## src/rtl/fetch_stage.sv

```systemverilog
// Instruction-fetch stage: owns the PC, addresses the instruction ROM and
// fills the IF/ID register. Boots from ROM word 0 (or RESET_PC), handles
// stall, branch redirect with flush, and 8-bit PC wrap-around.
// Optional interrupt vectoring through ROM word 1 is enabled by defining
// the macro FETCH_INTR_EN (adds i_intr_req, i_rti, o_intr_ack, o_epc).
//
// state  | meaning
// -------+-----------------------------------------------------------
// S_BOOT | single cycle after reset: load PC from boot vector, IF/ID bubble
// S_RUN  | normal fetch; branch > stall > rti > interrupt > sequential fetch

module fetch_stage #(
    parameter logic [7:0] NOP_INSTR   = 8'h00,
    parameter bit         BOOT_VECTOR = 1'b1,
    parameter logic [7:0] RESET_PC    = 8'h02
) (
    input  logic       i_clk,
    input  logic       i_rst,
    input  logic       i_stall,
    input  logic       i_branch_taken,
    input  logic [7:0] i_branch_target,
    input  logic [7:0] i_imem_instr,
    input  logic [7:0] i_imem_word0,
    input  logic [7:0] i_imem_word1,
`ifdef FETCH_INTR_EN
    input  logic       i_intr_req,
    input  logic       i_rti,
    output logic       o_intr_ack,
    output logic [7:0] o_epc,
`endif
    output logic [7:0] o_imem_addr,
    output logic [7:0] o_if_instr,
    output logic [7:0] o_if_pc,
    output logic [7:0] o_if_pc_plus1,
    output logic       o_if_valid
);

    typedef enum logic {
        S_BOOT = 1'b0,
        S_RUN  = 1'b1
    } state_t;

    // Per-cycle action selected by the FSM output decode
    typedef enum logic [2:0] {
        A_HOLD   = 3'd0,
        A_BOOT   = 3'd1,
        A_BRANCH = 3'd2,
        A_FETCH  = 3'd3,
        A_INTR   = 3'd4,
        A_RTI    = 3'd5
    } act_t;

    state_t     r_state;
    state_t     w_state_next;
    act_t       w_act;

    logic [7:0] r_pc;
    logic [7:0] r_if_instr;
    logic [7:0] r_if_pc;
    logic [7:0] r_if_pc_plus1;
    logic       r_if_valid;
    logic [7:0] w_pc_plus1;
    logic [7:0] w_boot_pc;

`ifdef FETCH_INTR_EN
    logic [7:0] r_epc;
    logic       r_intr_mask;
    logic       r_intr_ack;
`else
    // Interrupt vector is only consumed when vectoring is built in
    logic       w_unused_word1;
    assign w_unused_word1 = &{1'b0, i_imem_word1};
`endif

    assign w_pc_plus1 = r_pc + 8'd1;
    assign w_boot_pc  = BOOT_VECTOR ? i_imem_word0 : RESET_PC;

    // State register: reset always returns to BOOT
    always_ff @(posedge i_clk) begin
        if (i_rst) begin
            r_state <= S_BOOT;
        end else begin
            r_state <= w_state_next;
        end
    end

    // Next-state: BOOT lasts exactly one cycle, RUN is sticky until reset
    always_comb begin
        w_state_next = r_state;
        case (r_state)
            S_BOOT:  w_state_next = S_RUN;
            S_RUN:   w_state_next = S_RUN;
            default: w_state_next = S_BOOT;
        endcase
    end

    // Output decode: pick this cycle's datapath action by priority
    always_comb begin
        w_act = A_HOLD;
        case (r_state)
            S_BOOT: w_act = A_BOOT;
            S_RUN: begin
                if (i_branch_taken) begin
                    w_act = A_BRANCH;
                end else if (i_stall) begin
                    w_act = A_HOLD;
`ifdef FETCH_INTR_EN
                end else if (i_rti) begin
                    w_act = A_RTI;
                end else if (i_intr_req && !r_intr_mask) begin
                    w_act = A_INTR;
`endif
                end else begin
                    w_act = A_FETCH;
                end
            end
            default: w_act = A_HOLD;
        endcase
    end

    // PC and IF/ID register; bubbles keep the previous if_pc/if_pc_plus1
    always_ff @(posedge i_clk) begin
        if (i_rst) begin
            r_pc          <= 8'h00;
            r_if_instr    <= NOP_INSTR;
            r_if_pc       <= 8'h00;
            r_if_pc_plus1 <= 8'h00;
            r_if_valid    <= 1'b0;
        end else begin
            case (w_act)
                A_BOOT: begin
                    r_pc       <= w_boot_pc;
                    r_if_instr <= NOP_INSTR;
                    r_if_valid <= 1'b0;
                end
                A_BRANCH: begin
                    r_pc       <= i_branch_target;
                    r_if_instr <= NOP_INSTR;
                    r_if_valid <= 1'b0;
                end
                A_FETCH: begin
                    r_pc          <= w_pc_plus1;
                    r_if_instr    <= i_imem_instr;
                    r_if_pc       <= r_pc;
                    r_if_pc_plus1 <= w_pc_plus1;
                    r_if_valid    <= 1'b1;
                end
`ifdef FETCH_INTR_EN
                A_INTR: begin
                    r_pc       <= i_imem_word1;
                    r_if_instr <= NOP_INSTR;
                    r_if_valid <= 1'b0;
                end
                A_RTI: begin
                    r_pc       <= r_epc;
                    r_if_instr <= NOP_INSTR;
                    r_if_valid <= 1'b0;
                end
`endif
                default: begin
                    r_pc <= r_pc;
                end
            endcase
        end
    end

`ifdef FETCH_INTR_EN
    // Interrupt bookkeeping: saved PC, nesting mask, one-cycle acknowledge
    always_ff @(posedge i_clk) begin
        if (i_rst) begin
            r_epc       <= 8'h00;
            r_intr_mask <= 1'b0;
            r_intr_ack  <= 1'b0;
        end else begin
            r_intr_ack <= (w_act == A_INTR);
            if (w_act == A_INTR) begin
                r_epc       <= r_pc;
                r_intr_mask <= 1'b1;
            end else if (w_act == A_RTI) begin
                r_intr_mask <= 1'b0;
            end
        end
    end

    assign o_intr_ack = r_intr_ack;
    assign o_epc      = r_epc;
`endif

    assign o_imem_addr   = r_pc;
    assign o_if_instr    = r_if_instr;
    assign o_if_pc       = r_if_pc;
    assign o_if_pc_plus1 = r_if_pc_plus1;
    assign o_if_valid    = r_if_valid;

endmodule

```

## config.mk

```make
export PLATFORM = sky130hd
export DESIGN_NAME = fetch_stage
export DESIGN_NICKNAME = d
export VERILOG_FILES = /design/src/rtl/fetch_stage.sv
export SDC_FILE = /design/constraint.sdc
export NUM_CORES = 1
export LEC_CHECK = 0
export CORE_ASPECT_RATIO = 0.6
export CORE_MARGIN = 2
export CORE_UTILIZATION = 42
export CTS_BUF_LIST = sky130_fd_sc_hd__clkbuf_8
export CTS_CLUSTER_DIAMETER = 30
export DETAILED_ROUTE_END_ITERATION = 16
export PLACE_DENSITY = 0.83
export SLEW_MARGIN = 20
export SYNTH_ARGS = -nofsm -noshare
export SYNTH_HDL_FRONTEND = slang
export SYNTH_SLANG_ARGS = --single-unit
```

## constraint.sdc

```tcl
create_clock -name i_clk -period 1.9 [get_ports i_clk]
set_clock_uncertainty 0.2 [all_clocks]
set_input_delay 0.57 -clock i_clk [delete_from_list [all_inputs] [get_ports i_clk]]
set_output_delay 0.57 -clock i_clk [all_outputs]
set_load 0.05 [all_outputs]
```

==> results of run 1 <==
## Yosys cell counts, types with 2 or more instances
library cell	instances	area share
o22ai_1	2	0.0085
nor3_1	8	0.027
a211oi_1	4	0.020
nor2b_1	4	0.017
a21oi_1	17	0.058
o221a_2	2	0.015
nand3_1	5	0.017
o21a_1	2	0.010
nor2_1	22	0.056
o21ai_0	7	0.024
inv_1	4	0.010
buf_2	7	0.024
dfxtp_1	34	0.46
nand2_1	26	0.066
a31oi_1	2	0.0085
nand4_1	2	0.0085
xnor2_1	5	0.030
a311oi_1	2	0.012
nand2b_1	2	0.0085
clkbuf_1	6	0.015
a22oi_1	8	0.041
## report_power, final
group | switching, mW | internal [mW]
sequential | 0.0411 | 0.744
combinational | 0.232 | 0.244
clock | 0.249 | 0.246
total | 0.522 | 1.23
## layer usage
metal | track usage | part of all wire | vias up
met5 | 0 | 0 | -
met4 | 0.0565 | 0.015 | 0
met3 | 0.0751 | 0.089 | 8
met2 | 0.388 | 0.47 | 84
met1 | 0.320 | 0.43 | 779
li1 | - | - | 788
## per-stage QoR
stage                     setup WS, ps  std cells  hold WS, ps  TNS [ps]  area [sq um]
after floorplan                   36.9        182          303         0          1480
after global placement            -329        295          280     -6880          2600
after detailed placement          -347        295          283     -7980          2600
after CTS                         10.7        302          300         0          2700
after global routing              90.8        306          322         0          2740
final                              136        306          296         0          2740
## area by class of cell
cell class,count,area [sq um]
tap,45,56.3
timing repair buffer,86,1170
inverter,4,15.0
multi-input combinational,130,739
sequential,34,683
clock inverter,2,10.0
fill,192,564
clock buffer,5,68.8
## sequential cells by signal (all words and copies together) (netlist names)
name	flops
o_imem_addr	8
r_state	1
o_if_pc_plus1	8
o_if_valid	1
o_if_pc	8
o_if_instr	8
## worst min-delay path by stage
stage                           startpoint               end  slack (ps)  cells past startpoint
after floorplan                    r_state        o_if_valid         300                      2
after global placement          o_if_pc[0]        o_if_pc[0]         280                      2
after detailed placement  o_if_pc_plus1[1]  o_if_pc_plus1[1]         280                      2
after CTS                       o_if_pc[0]        o_if_pc[0]         300                      2
after global routing            o_if_pc[2]        o_if_pc[2]         320                      2
final                           o_if_pc[0]        o_if_pc[0]         300                      2
## timing repair
item                                   CTS  global route
endpoints found under the hold margin    0             0
buffers inserted                         0             3
pin swaps                                0             1
setup endpoints to repair               15             5
resized for setup                        5             5
cloned                                   0             1
## cells by family (layout without fill, tap and decap cells)
family / Yosys count / in the layout / synth area share
muxes: 1 / 1 / 0.00679
and+or+nand+nor: 74 / 74 / 0.226
buffers and inverters: 18 / 97 / 0.0543
adders and majority gates: 1 / 1 / 0.00848
xor gates and xnor gates: 6 / 6 / 0.0356
AOI/OAI and AO/OA: 48 / 48 / 0.208
DFF: 34 / 34 / 0.461
==> metrics.md, run 1 <==
| Metric | Value |
|---|---|
| Worst Path Max Fanout | 6 |
| Max Clock Freq | 0.567 GHz |
| CTS root buf | clkbuf_8 |
| R2r setup slk | 200 ps |
| Final hold viol count | 0 |
| Critical Path AT | 990 ps |
| Most frequent cells in the layout | buf_12, dfxtp_1, nand2_1 |
| RSZ-0062 raised after global routing | false |
| Hold Crit Class | reg -> reg |
| Most common cell after layout, fill and taps aside | buf_12 |
| Post-Synthesis Cells | 182 |
| Post-layout minimum cycle time | 1760 ps |
| Clock Latency Late Sink | 280 ps |
| Asr flop ratio synth | 0 |
| Chip Width | 80.5 um |
| Clock slew at reported path FFs | 70 ps |
| Die area | 4020 sq um |
| DRT Pass-1 Iters | 5 |
| Largest net degree at the start of global routing | 22 |
| VDD IR max | 512 uV |
| Total number of yosys warnings | 0 |
| Initial antenna violation count | 0 |
| Number of vias per cell | 5.42 |
| Stages on worst setup path | 1 |
| Final core utilization | 0.829 |
| WS Path Type | reg -> out |
| Number of synthesized flops with an enable pin | 0 |
| Max Cap Viol | 0 |
| Htree depth | 2 |
| CTS Buf Count | 5 |
| Worst Tran Pin Value | 355 ps |
| Global-route wire length before repair | 7.41 mm |
| Final wirelength | 4.81 mm |
| CP required | 1130 ps |
| LEAKAGE | 1.06 nW |
| Status | complete, no violations |
| Post-Syn Area | 1480 sq um |
| Netlist cell types | 32 |
| Io pins | 69 |
| Initial Utilization | 0.447 |
| Avg Inst Size Synth | 8.11 sq um |
| Ant diodes | 0 |
| WP buf/inv | 1 |
| Hold_buf cts | 0 |
| Max incr delay on CP | 530 ps |
| Per-cell routed wire length | 15.7 um |
| Worst rel slew slack | 0.763 |
| Setup violators final | 0 |
| Post-DP HPWL | 3.31 mm |
| Top cell family by delay on the critical path | flip-flops |
| R2R Path Start | o_imem_addr[5] |
| Cell count of the worst reg-to-reg path | 4 |
| Die Span Y | 49.9 um |
| CTS Sinks | 34 |
| PortBufs | 60 |
| Row cnt | 16 |
| Nets | 298 |
| RePlAce Congestion | 0.926 |
| Pwr Total | 1.76 mW |
| DR iter-0 viols | 111 |
| CTS tree | yes |
| Critical path, cell by cell | buf_12 |
| Post-DRT Antenna Nets | 0 |
| Via count | 1659 |
| Reg-to-Reg End | o_imem_addr[7] |
| Mapped Nets | 219 |
| Core area | 3300 sq um |
| GRT Resource Usage Total | 0.242 |
| Layout cells sized above 1 | 0.299 |
| Setup crit start | o_imem_addr[6] |
| Grt ovf | 0 |
| Pwr dens | 641 nW/um^2 |
| Seq/Total Area, Yosys | 0.461 |
| Max-slew violation count | 0 |
| Synth Flop Type | dfxtp_1 |
| #FFs+latches synth | 34 |
| Max Root-Sink Buffers | 2 |
| Crit path capture | o_imem_addr[6] |
| CP max-delay cell | dfxtp_1 |
| Period utilization | 0.928 |
| Critical Path Sink Type | primary output |
| Area growth syn-to-layout | 85.7% |
| Remaining DRCs | 0 |
| Vias in the first global route | 1563 |
| Critical path startpoint category | flip-flop |
Note: power is estimated with default switching activity, not from simulation.
==> inputs of run 2 (changes only) <==
--- a/config.mk
+++ b/config.mk
@@ -5,6 +5,7 @@
 export SDC_FILE = /design/constraint.sdc
 export NUM_CORES = 1
 export LEC_CHECK = 0
+export ABC_AREA = 0
 export CORE_ASPECT_RATIO = 0.6
 export CORE_MARGIN = 2
 export CORE_UTILIZATION = 42
==> results of run 2 <==
No change in the layout: final DEF, timing and power equal those of run 1.
